===== config.mk =====
export PLATFORM = sky130hd
export DESIGN_NAME = oam_dma_controller
export DESIGN_NICKNAME = d
export VERILOG_FILES = /design/src/rtl/oam_dma_controller.sv
export SDC_FILE = /design/constraint.sdc
export NUM_CORES = 1
export LEC_CHECK = 0
export BUFFER_PORTS_ARGS = -buffer_cell sky130_fd_sc_hd__buf_2
export CORE_UTILIZATION = 42
export DETAILED_ROUTE_END_ITERATION = 8
export GPL_ROUTABILITY_DRIVEN = 0
export PLACE_DENSITY = 0.8
export SLEW_MARGIN = 10
export SYNTH_ARGS = -nofsm -noshare
export SYNTH_HDL_FRONTEND = slang
export SYNTH_SLANG_ARGS = --single-unit

===== constraint.sdc =====
create_clock -name clk -period 1.8 [get_ports clk]
set_input_delay 0.18 -clock clk [delete_from_list [all_inputs] [get_ports clk]]
set_output_delay 0.18 -clock clk [all_outputs]
set_load 0.02 [all_outputs]

===== src/rtl/oam_dma_controller.sv =====
// oam_dma_controller: halts the CPU and copies one 256-byte page to PPU $2004 as
// alternating read/write CPU ticks, with reads aligned to even ticks.
module oam_dma_controller #(
    parameter logic [15:0] DMA_REG_ADDR  = 16'h4014,
    parameter logic [15:0] OAM_DATA_ADDR = 16'h2004,
    parameter int          XFER_LEN      = 256
) (
    input  logic        clk,
    input  logic        reset_n,
    input  logic        cpu_ce,
    input  logic [15:0] cpu_addr,
    input  logic [7:0]  cpu_data_in,
    input  logic        cpu_WE,
    input  logic [7:0]  mem_data_in,
    output logic        cpu_rdy,
    output logic        bus_sel,
    output logic [15:0] bus_addr,
    output logic        bus_WE,
    output logic [7:0]  bus_data_out,
    output logic        dma_done
);
    localparam logic [7:0] LAST_IDX = 8'(XFER_LEN - 1);

    typedef enum logic [2:0] {IDLE, HALT, ALIGN, READ, WRITE} state_t;

    state_t     state, state_nxt;
    logic       parity;
    logic [7:0] idx;
    logic [7:0] page;
    logic       trig;
    logic       last;

    assign trig = cpu_WE && cpu_addr == DMA_REG_ADDR;
    assign last = idx == LAST_IDX;

    always_ff @(posedge clk or negedge reset_n) begin
        if (!reset_n) state <= IDLE;
        else if (cpu_ce) state <= state_nxt;
    end

    // parity holds the current tick's parity, so an odd HALT tick means the next tick is even
    always_comb begin
        state_nxt = state == IDLE  ? (trig ? HALT : IDLE) :
                    state == HALT  ? (parity ? READ : ALIGN) :
                    state == ALIGN ? READ :
                    state == READ  ? WRITE :
                    last           ? IDLE : READ;
    end

    always_comb begin
        cpu_rdy  = state == IDLE;
        bus_sel  = !cpu_rdy;
        bus_WE   = state == WRITE;
        bus_addr = state == READ  ? {page, idx} :
                   state == WRITE ? OAM_DATA_ADDR : 16'h0000;
    end

    always_ff @(posedge clk or negedge reset_n) begin
        if (!reset_n) begin
            parity       <= 1'b0;
            idx          <= 8'h00;
            page         <= 8'h00;
            bus_data_out <= 8'h00;
            dma_done     <= 1'b0;
        end else begin
            dma_done <= cpu_ce && state == WRITE && last;
            if (cpu_ce) begin
                parity <= ~parity;
                if (state == IDLE && trig) begin
                    page <= cpu_data_in;
                    idx  <= 8'h00;
                end
                if (state == READ) bus_data_out <= mem_data_in;
                if (state == WRITE && !last) idx <= idx + 8'h01;
            end
        end
    end
endmodule


==> out/metrics.cfg, run 1 <==
[pwr]
p_per_area_nw_per_um2=1159
power.share.switching_pct=38.94
combPwrFrac_pct=43.0
power_frac_seq_pct=41.8
switching_power_mw=0.9199
leakagePower_nw=1.043
power_mw=2.362
max-vdd-ir-drop_v=0.0007739
power.internal_mw=1.443
power.share.clock_pct=15.2

[synthesis]
syn_avg_cell_area_um2=11.51
synth_most_common_cell=dfrtp_1
synth_edf_count=0
synthesis.area_um2=1508
ys_ff_latch=29
yosys-top-cells-area=dfrtp_1 (48%), mux2_4 (8.0%), mux2_2 (6.0%), and2_1 (5.4%), nand2_1 (2.5%)
ys_warn_count=0
ys_types=41
synth_common_cells=dfrtp_1 (29), and2_1 (13), nand2_1 (10)
synth_top_area_share_pct=48.13
synthFlopType=dfrtp_1
async_reset_ff_share_pct=100.0
synth_area_leader_cell=dfrtp_1
syn_inst=131
yosysSeqAreaShare_pct=48.13
syn-num-nets=168

[detailed_routing]
routed-wl-met2_mm=1.628
highest_layer=met4
first_pass_iters=4
vias_per_cell=5.167
antenna_left=0
drc=0
drtIter0Drc=38
wl_per_cell_um=12.95
wl_mm=3.341
route.met3.wl_um=208
routed-via-count=1333
drt-met1-wl_mm=1.458

[worst_setup_path]
cp_data_required_time_ns=2.01
crit_top_cell=a22o_1
crit_slowest_cell=or3_1
crit_chain=ha_2 -> nand3_2 -> or3_1 -> buf_4 -> a22o_1 -> a22o_1
crit_arrival_ns=1.95
worstPathBufferInverterCount=1
rr_worst_depth=6
crit_fanout=4
start_kind=register
endpoint_kind=register
crit_cells=6
path_class=register to register
path_delay_family=simple AND/OR/NAND/NOR gates
critPathMaxStageDelay_ns=0.38

[cts]
worst_skew_pair.late_latency_ns=0.32
cts.clk_slew.worst_paths_ns=0.09
cts_tree=built
cts_made_buffers=5
cts.sinks=29
h-tree-depth=2
clock-root-buffer=clkbuf_4
cts.path.max_buffers=2

[finish]
final_area_um2=2038
nNetsFinal=248
utilization_pct=60.13
drive_gt1_share_pct=53.77
antennaDiodeCount=0
fill_cells=283
area_growth_pct=35.19

[timing]
hold_viol=0
setup_tns_ns=0
finalClockSkew_ns=0.009123
max_freq_mhz=577.5
hold_ws_ns=0.08438
rsz0062_at_grt=yes
slew_violations=0
finalCritPeriodShare_pct=96.20
setup_viol=0
slew-limit-headroom_pct=58.07
min_period_ns=1.732
tightest_slew_ns=0.6290

[floorplan]
fp-row-count=21
fp.coreArea_um2=3390
initial_utilization_pct=44.48
die_w_um=61.92
die_area_um2=3833
die_h_um=61.92
io_pins=64

[place]
io_buffer_count=63
place_area_um2=1947
hpwlAfterDp_mm=2.418

[global_route]
grt_first_pass_wirelength_mm=4.954
grt_max_degree=30
antenna_found_initial=0
grt_pass1_vias=1164
overflow=0
grt_usage_pct=17.84

[hold_path]
hold_class=input port to register
whs_path_depth=2

[flow_run]
max_cap_violations=0

[run_status]
outcome=finished, final reports clean

[routing by layer]
metal	vias up	global-route usage [%]
met5	-	0
met4	0	6.667
met3	4	4.762
met2	57	30.11
met1	630	21.88
li1	642	-
[path summary, 6_finish.rpt]
| kind | from | end | slack [ns] |
|---|---|---|---|
| setup / recovery | idx[1] | state[1] | 0.07 |
| hold / removal | mem_data_in[6] | bus_data_out[6] | 0.08 |
| setup reg to reg | idx[1] | state[1] | 0.07 |
| hold reg to reg | parity | parity | 0.49 |
| max in group asynchronous | reset_n | state[2] | 0.94 |
| min in group asynchronous | reset_n | idx[1] | 0.42 |
[layout make-up]
cell class,count,area [µm²],share of cell area (%)
Sequential cell,29,729.5,35.79
Clock buffer,6,41.29,2.026
Tap cell,46,57.56,2.824
Multi-Input combinational cell,94,754.5,37.02
Inverter,3,11.26,0.5525
Clock inverter,2,10.01,0.4911
Timing Repair Buffer,78,434.2,21.30
[sequential cells by signal, indices dropped and copies added (netlist names)]
name          cells
bus_data_out      8
idx               8
page              8
state             3
dma_done          1
parity            1
[placed cells by master, fill, tap and decap left out, types with 2 or more instances in the layout]
cell | synthesis | routed
buf_2 | 2 | 63
dfrtp_1 | 29 | 26
and2_1 | 13 | 13
buf_4 | 0 | 13
nand2_1 | 10 | 10
mux2_4 | 8 | 8
mux2_2 | 8 | 8
o21ai_0 | 6 | 6
a21oi_1 | 5 | 5
a31oi_1 | 5 | 5
clkbuf_4 | 0 | 5
a211oi_1 | 4 | 4
a21o_1 | 3 | 3
nor2_1 | 4 | 3
dfrtp_2 | 0 | 3
nor3b_1 | 2 | 2
inv_1 | 2 | 2
a22o_1 | 2 | 2
clkinv_2 | 0 | 2
[power groups by stage]
stage | clock network [mW] | logic, mW | registers [mW]
floorplan | 0 | 0.521 | 1.08
global placement | 0 | 0.948 | 0.980
detailed placement | 0 | 0.966 | 0.988
CTS | 0.374 | 0.972 | 0.977
global route | 0.403 | 1.11 | 1.02
finish | 0.360 | 1.02 | 0.987
[timing repair]
action,4_1_cts,5_1_grt
gates resized for setup,1,8
pin swaps,0,1
endpoints found under the setup margin,1,28
buffers inserted,0,0
hold buffers,1,0
cloned,0,1
endpoints found under the hold margin,29,0
[metrics by stage]
stage / std cells / setup WS (ns)
finish: 258 / 0.06846
global route: 258 / -0.01384
CTS: 257 / 0.02225
detailed placement: 248 / -0.07388
global placement: 248 / -0.02728
floorplan: 131 / -0.1428
[cell families (layout without fill, tap and decap cells)]
family | after synthesis | after routing | synth area share (%)
compound gates | 30 | 30 | 13.44
xor+xnor | 1 | 1 | 0.5810
fa+ha+maj | 1 | 1 | 0.8297
buf+inv | 8 | 89 | 3.237
flops | 29 | 29 | 48.13
mux | 17 | 17 | 14.61
simple gates | 45 | 45 | 19.17
Note: power is estimated with default switching activity, not from simulation.
==> inputs of run 2 (changes only) <==
CELL_PAD_IN_SITES_DETAIL_PLACEMENT = 1   (was not set)
CELL_PAD_IN_SITES_GLOBAL_PLACEMENT = 1   (was not set)
CORE_UTILIZATION = 32   (was 42)
SLEW_MARGIN = not set   (was 10)
==> run 2 against run 1 <==
The run now ends with DRC left. First-iteration DRC count is 110% higher. Combinational power is 9% higher. Largest cell class unchanged. Critical path type unchanged. Critical path depth stayed put. Register-to-register slack hardly changed. Critical endpoint is now page[3].
==> out/metrics.cfg, run 2 (synthesis results as in run 1) <==
[detailed_routing]
first_pass_iters=8  ; +4
drtIter0Drc=78  ; +110%
antenna_left=0  ; unchanged
wl_per_cell_um=14.82  ; +14%
vias_per_cell=5.018  ; -2.9%
routed-via-count=1360  ; +2.0%
wl_mm=4.015  ; +20%
drc=6  ; +6

[timing]
rsz0062_at_grt=yes
setup_viol=0  ; unchanged
min_period_ns=1.738  ; +0.006581 ns
finalCritPeriodShare_pct=96.56  ; +0.37 points
hold_viol=0  ; unchanged
max_freq_mhz=575.3  ; -0.38%
slew-limit-headroom_pct=57.06  ; -1.0 points
finalClockSkew_ns=0.005429  ; -0.003694 ns
slew_violations=0  ; unchanged
tightest_slew_ns=0.6441  ; +0.01512 ns

[finish]
antennaDiodeCount=0  ; unchanged
final_cells=271  ; +5.0%
largestRegisters=bus_data_out: 8 flops, idx: 8 flops, page: 8 flops
final_area_um2=2138  ; +4.9%
layout_commonest_cell=buf_2
area_growth_pct=41.83
nNetsFinal=255  ; +2.8%
utilization_pct=48.11  ; -12 points
fill_cells=527  ; +86%
final_cell_mix=buf_2 (60), dfrtp_1 (28), buf_4 (23)
drive_gt1_share_pct=55.25  ; +1.5 points

[floorplan]
die_area_um2=4990  ; +30%
fp-row-count=24  ; +14%
initial_utilization_pct=33.92  ; -11 points
die_h_um=70.64  ; +14%
fp.coreArea_um2=4444  ; +31%
die_w_um=70.64  ; +14%
io_pins=64  ; unchanged

[pwr]
power_mw=2.583  ; +9.3%
max-vdd-ir-drop_v=0.0006250  ; -19%
p_per_area_nw_per_um2=1208  ; +4.2%
leakagePower_nw=1.096  ; +5.0%

[worst_setup_path]
cp_data_required_time_ns=1.96  ; -0.05 ns
startpoint=state[0]
crit_slowest_cell=dfrtp_1
rr_worst_depth=6  ; unchanged
crit_end=page[3]
crit_fanout=9  ; +5
ff2ff_setup_slack_ns=0.06  ; about the same
crit_arrival_ns=1.90  ; -0.05 ns
r2r_start=state[0]
start_kind=register
critPathMaxStageDelay_ns=0.41  ; +0.03 ns
r2r_end=page[3]
path_class=register to register
crit_chain=buf_4 -> nor3_4 -> inv_2 -> nor4_4 -> and2_4 -> mux2_4
endpoint_kind=register

[cts]
cts.path.max_buffers=2  ; unchanged
h-tree-depth=2  ; unchanged
clock-root-buffer=clkbuf_8
cts_tree=built
cts.sinks=29  ; unchanged
cts.clk_slew.worst_paths_ns=0.07  ; -0.02 ns
cts_made_buffers=5  ; unchanged
worst_skew_pair.late_latency_ns=0.28  ; -0.04 ns

[global_route]
grt_pass1_vias=1372  ; +18%
grt_usage_pct=17.12  ; -0.72 points
overflow=0  ; unchanged
antenna_found_initial=0  ; unchanged
grt_max_degree=30  ; unchanged
grt_first_pass_wirelength_mm=6.589  ; +33%

[run_status]
outcome=finished with violations
violations=DRC

[place]
hpwlAfterDp_mm=2.968  ; +23%
place_area_um2=1992  ; +2.3%
dp_cells=259  ; +4.4%
io_buffer_count=63  ; unchanged

[flow_run]
max_cap_violations=0  ; unchanged

[hold_path]
worstHoldStart=mem_data_in[0]
hold_class=input port to register

run 2: cell types whose count changed in the layout (fill, tap and decap cells not counted), sizes merged:
cell	before	now
buf	77	84
clkbuf	6	5
clkinvlp	0	1
run 2: area by class of cell:
class	instances	area [µm²]	area share, %
timing repair buffer	85	494.2	23.11
tap	52	65.06	3.043
clock buffer	5	68.82	3.218
inverter	3	11.26	0.5266
multi-input combinational	94	754.5	35.28
sequential	29	726.9	34.00
clock inverter	3	17.52	0.8192
run 2: how the worst min path moves through the flow:
stage                     cells after the start  slack [ns]               to
after floorplan                               0       -0.12  bus_data_out[0]
after global placement                        1        0.25           idx[5]
after detailed placement                      1        0.25           idx[5]
after CTS                                     2        0.12  bus_data_out[0]
after global routing                          2        0.12  bus_data_out[2]
final                                         2        0.12  bus_data_out[0]
run 2: report_power, final:
group          switching (mW)  internal (mW)
Sequential              0.119          0.831
Combinational           0.597          0.511
Clock                   0.260          0.266
Total                   0.975           1.61
run 2: through the flow:
stage           TNS, ns  hold slack [ns]  worst slack (ns)
2_1_floorplan    -1.142          -0.1156           -0.1428
3_3_place_gp    -0.2429           0.2466          -0.03082
3_5_place_dp    -0.5300           0.2506          -0.07325
4_1_cts               0           0.1189          0.005711
5_1_grt        -0.06884           0.1157          -0.03903
6_report              0           0.1212           0.06188
run 2: timing repair:
item	in CTS	in global routing
gates resized for setup	2	8
endpoints found under the setup margin	15	21
hold buffers	1	0
setup buffers	1	2
endpoints found under the hold margin	29	0
pin swaps	0	1
run 2: routing by layer:
layer  GRT usage (%)  vias to the layer above  share of wire [%]
met5               0                        -                  0
met3           5.128                        2                6.8
li1                -                      656                  -
met1           22.92                      651                 45
met4           5.778                        0               0.67
met2           26.65                       51                 48
run 2: critical path: cells and delay by family, from the launching register on:
kind                   cells  cell delay, ns
DFF                        1            0.41
and+or+nand+nor            3            0.66
muxes                      1            0.32
buffers and inverters      2            0.22
==> inputs of run 3 (changes only) <==
CORE_UTILIZATION = 33   (was 32)
CTS_BUF_LIST = sky130_fd_sc_hd__clkbuf_8   (was not set)
PLACE_DENSITY = 0.82   (was 0.8)
==> run 3 against run 2 <==
Maximum frequency rose by 0.60%. Global-route usage fell by 0.48 points. Largest power group unchanged. Clock skew rose by 0.00050 ns. Sequential share of layout area fell by 0.060 points. Sequential cell count did not move. Total power rose by 3.1%. Non-clock buffer count fell by 2. The flow now finishes without violations. Critical path type unchanged. Worst setup slack improved by 0.010 ns. Final cell count fell by 0.74%. Count of clock-buffer cells in the layout rose by 2.
==> out/metrics.cfg, run 3 (synthesis results as in run 1) <==
[place]
preCtsSetupSlack_ns=-0.05311  ; +0.02014 ns
dp_cells=258  ; -0.39%
place_area_um2=1984  ; -0.38%
io_buffer_count=63  ; unchanged
hpwlAfterDp_mm=2.896  ; -2.4%

[timing]
slew-limit-headroom_pct=55.53  ; -1.5 points
setup_tns_ns=0  ; unchanged
setup_viol=0  ; unchanged
tightest_slew_ns=0.6671  ; +0.02300 ns
fin_ws_ns=0.07232  ; +0.01044 ns
hold_ws_ns=0.1310  ; +0.009845 ns
slew_violations=0  ; unchanged
hold_viol=0  ; unchanged
finalCritPeriodShare_pct=95.98  ; -0.58 points
min_period_ns=1.728  ; -0.01044 ns
max_freq_mhz=578.8  ; +0.60%
finalClockSkew_ns=0.005933  ; +0.0005044 ns

[cts]
clock-root-buffer=clkbuf_8
cts_tree=built
worst_skew_pair.late_latency_ns=0.28  ; about the same
cts.clk_slew.worst_paths_ns=0.07  ; about the same
h-tree-depth=2  ; unchanged
cts.path.max_buffers=2  ; unchanged
cts_made_buffers=5  ; unchanged
cts.sinks=29  ; unchanged

[floorplan]
die_area_um2=4843  ; -3.0%
die_w_um=69.59  ; -1.5%
initial_utilization_pct=34.39  ; +0.46 points
fp.coreArea_um2=4384  ; -1.4%
io_pins=64  ; unchanged
die_h_um=69.59  ; -1.5%
fp-row-count=24  ; unchanged

[finish]
drive_gt1_share_pct=54.84  ; -0.41 points
area_growth_pct=42.07
nNetsFinal=253  ; -0.78%
antennaDiodeCount=0  ; unchanged
final_cell_mix=buf_2 (63), dfrtp_1 (28), buf_4 (17)
layout_commonest_cell=buf_2
final_area_um2=2142  ; +0.18%
utilization_pct=48.86  ; +0.74 points
largestRegisters=bus_data_out: 8 flops, idx: 8 flops, page: 8 flops
final_cells=269  ; -0.74%

[pwr]
p_per_area_nw_per_um2=1243  ; +2.9%
leakagePower_nw=1.098  ; +0.21%
power_mw=2.662  ; +3.1%
max-vdd-ir-drop_v=0.0005337  ; -15%

[worst_setup_path]
endpoint_kind=register
crit_chain=ha_2 -> nand3_2 -> or3_1 -> a21o_1 -> a221o_2
cp_data_required_time_ns=1.96  ; about the same
critPathMaxStageDelay_ns=0.39  ; -0.02 ns
crit_arrival_ns=1.89  ; about the same
crit_slowest_cell=or3_1
start_kind=register
crit_fanout=4  ; -5
worstPathBufferInverterCount=0  ; -2
path_class=register to register
path_delay_family=simple AND/OR/NAND/NOR gates

[detailed_routing]
wl_per_cell_um=14.39  ; -2.8%
antenna_left=0  ; unchanged
drc=0  ; -6
first_pass_iters=4  ; -4
routed-via-count=1352  ; -0.59%
drtIter0Drc=46  ; -41%
vias_per_cell=5.026  ; +0.15%
wl_mm=3.872  ; -3.6%

[flow_run]
max_cap_violations=0  ; unchanged

[global_route]
overflow=0  ; unchanged
grt_usage_pct=16.64  ; -0.48 points
grt_pass1_vias=1386  ; +1.0%
grt_max_degree=30  ; unchanged
antenna_found_initial=0  ; unchanged
grt_first_pass_wirelength_mm=6.417  ; -2.6%

[hold_path]
hold_class=input port to register

[run_status]
outcome=finished, final reports clean

## run 3: layout make-up
type	instances	area, µm²
sequential	29	726.9
inverter	3	11.26
tap	52	65.06
multi-input combinational	94	765.7
fill	510	2242
timing repair buffer	83	471.7
clock buffer	7	96.34
clock inverter	1	5.005
## run 3: routing by layer
metal	vias to the layer above	global-route usage [%]	part of all wire (%)	routed length [µm]
li1	647	-	-	-
met2	44	27.94	51	1979
met3	0	4.942	5.5	212
met5	-	0	0	0
met1	661	21.26	43	1680
met4	0	3.401	0	0
## run 3: repair_timing
action / CTS / global route
hold buffers: 1 / 0
setup endpoints to repair: 3 / 23
buffers inserted: 0 / 1
gates cloned: 0 / 1
gates resized for setup: 1 / 8
endpoints found under the hold margin: 29 / 0
pin swaps: 0 / 2
## run 3: worst paths after layout
kind	start	to	slack [ns]	depth (start not counted)
min	cpu_data_in[1]	page[1]	0.13	2
max reg2reg	idx[0]	state[0]	0.07	5
min reg2reg	parity	parity	0.47	1
max in group asynchronous	reset_n	state[1]	0.85	2
max	idx[0]	state[0]	0.07	5
min in group asynchronous	reset_n	idx[7]	0.47	2
## run 3: where the power goes
group,switching [mW],leakage (nW),total [mW],internal [mW]
Clock,0.247,0.0542,0.592,0.345
Sequential,0.122,0.377,0.954,0.831
Combinational,0.611,0.667,1.12,0.505
Total,0.980,1.10,2.66,1.68
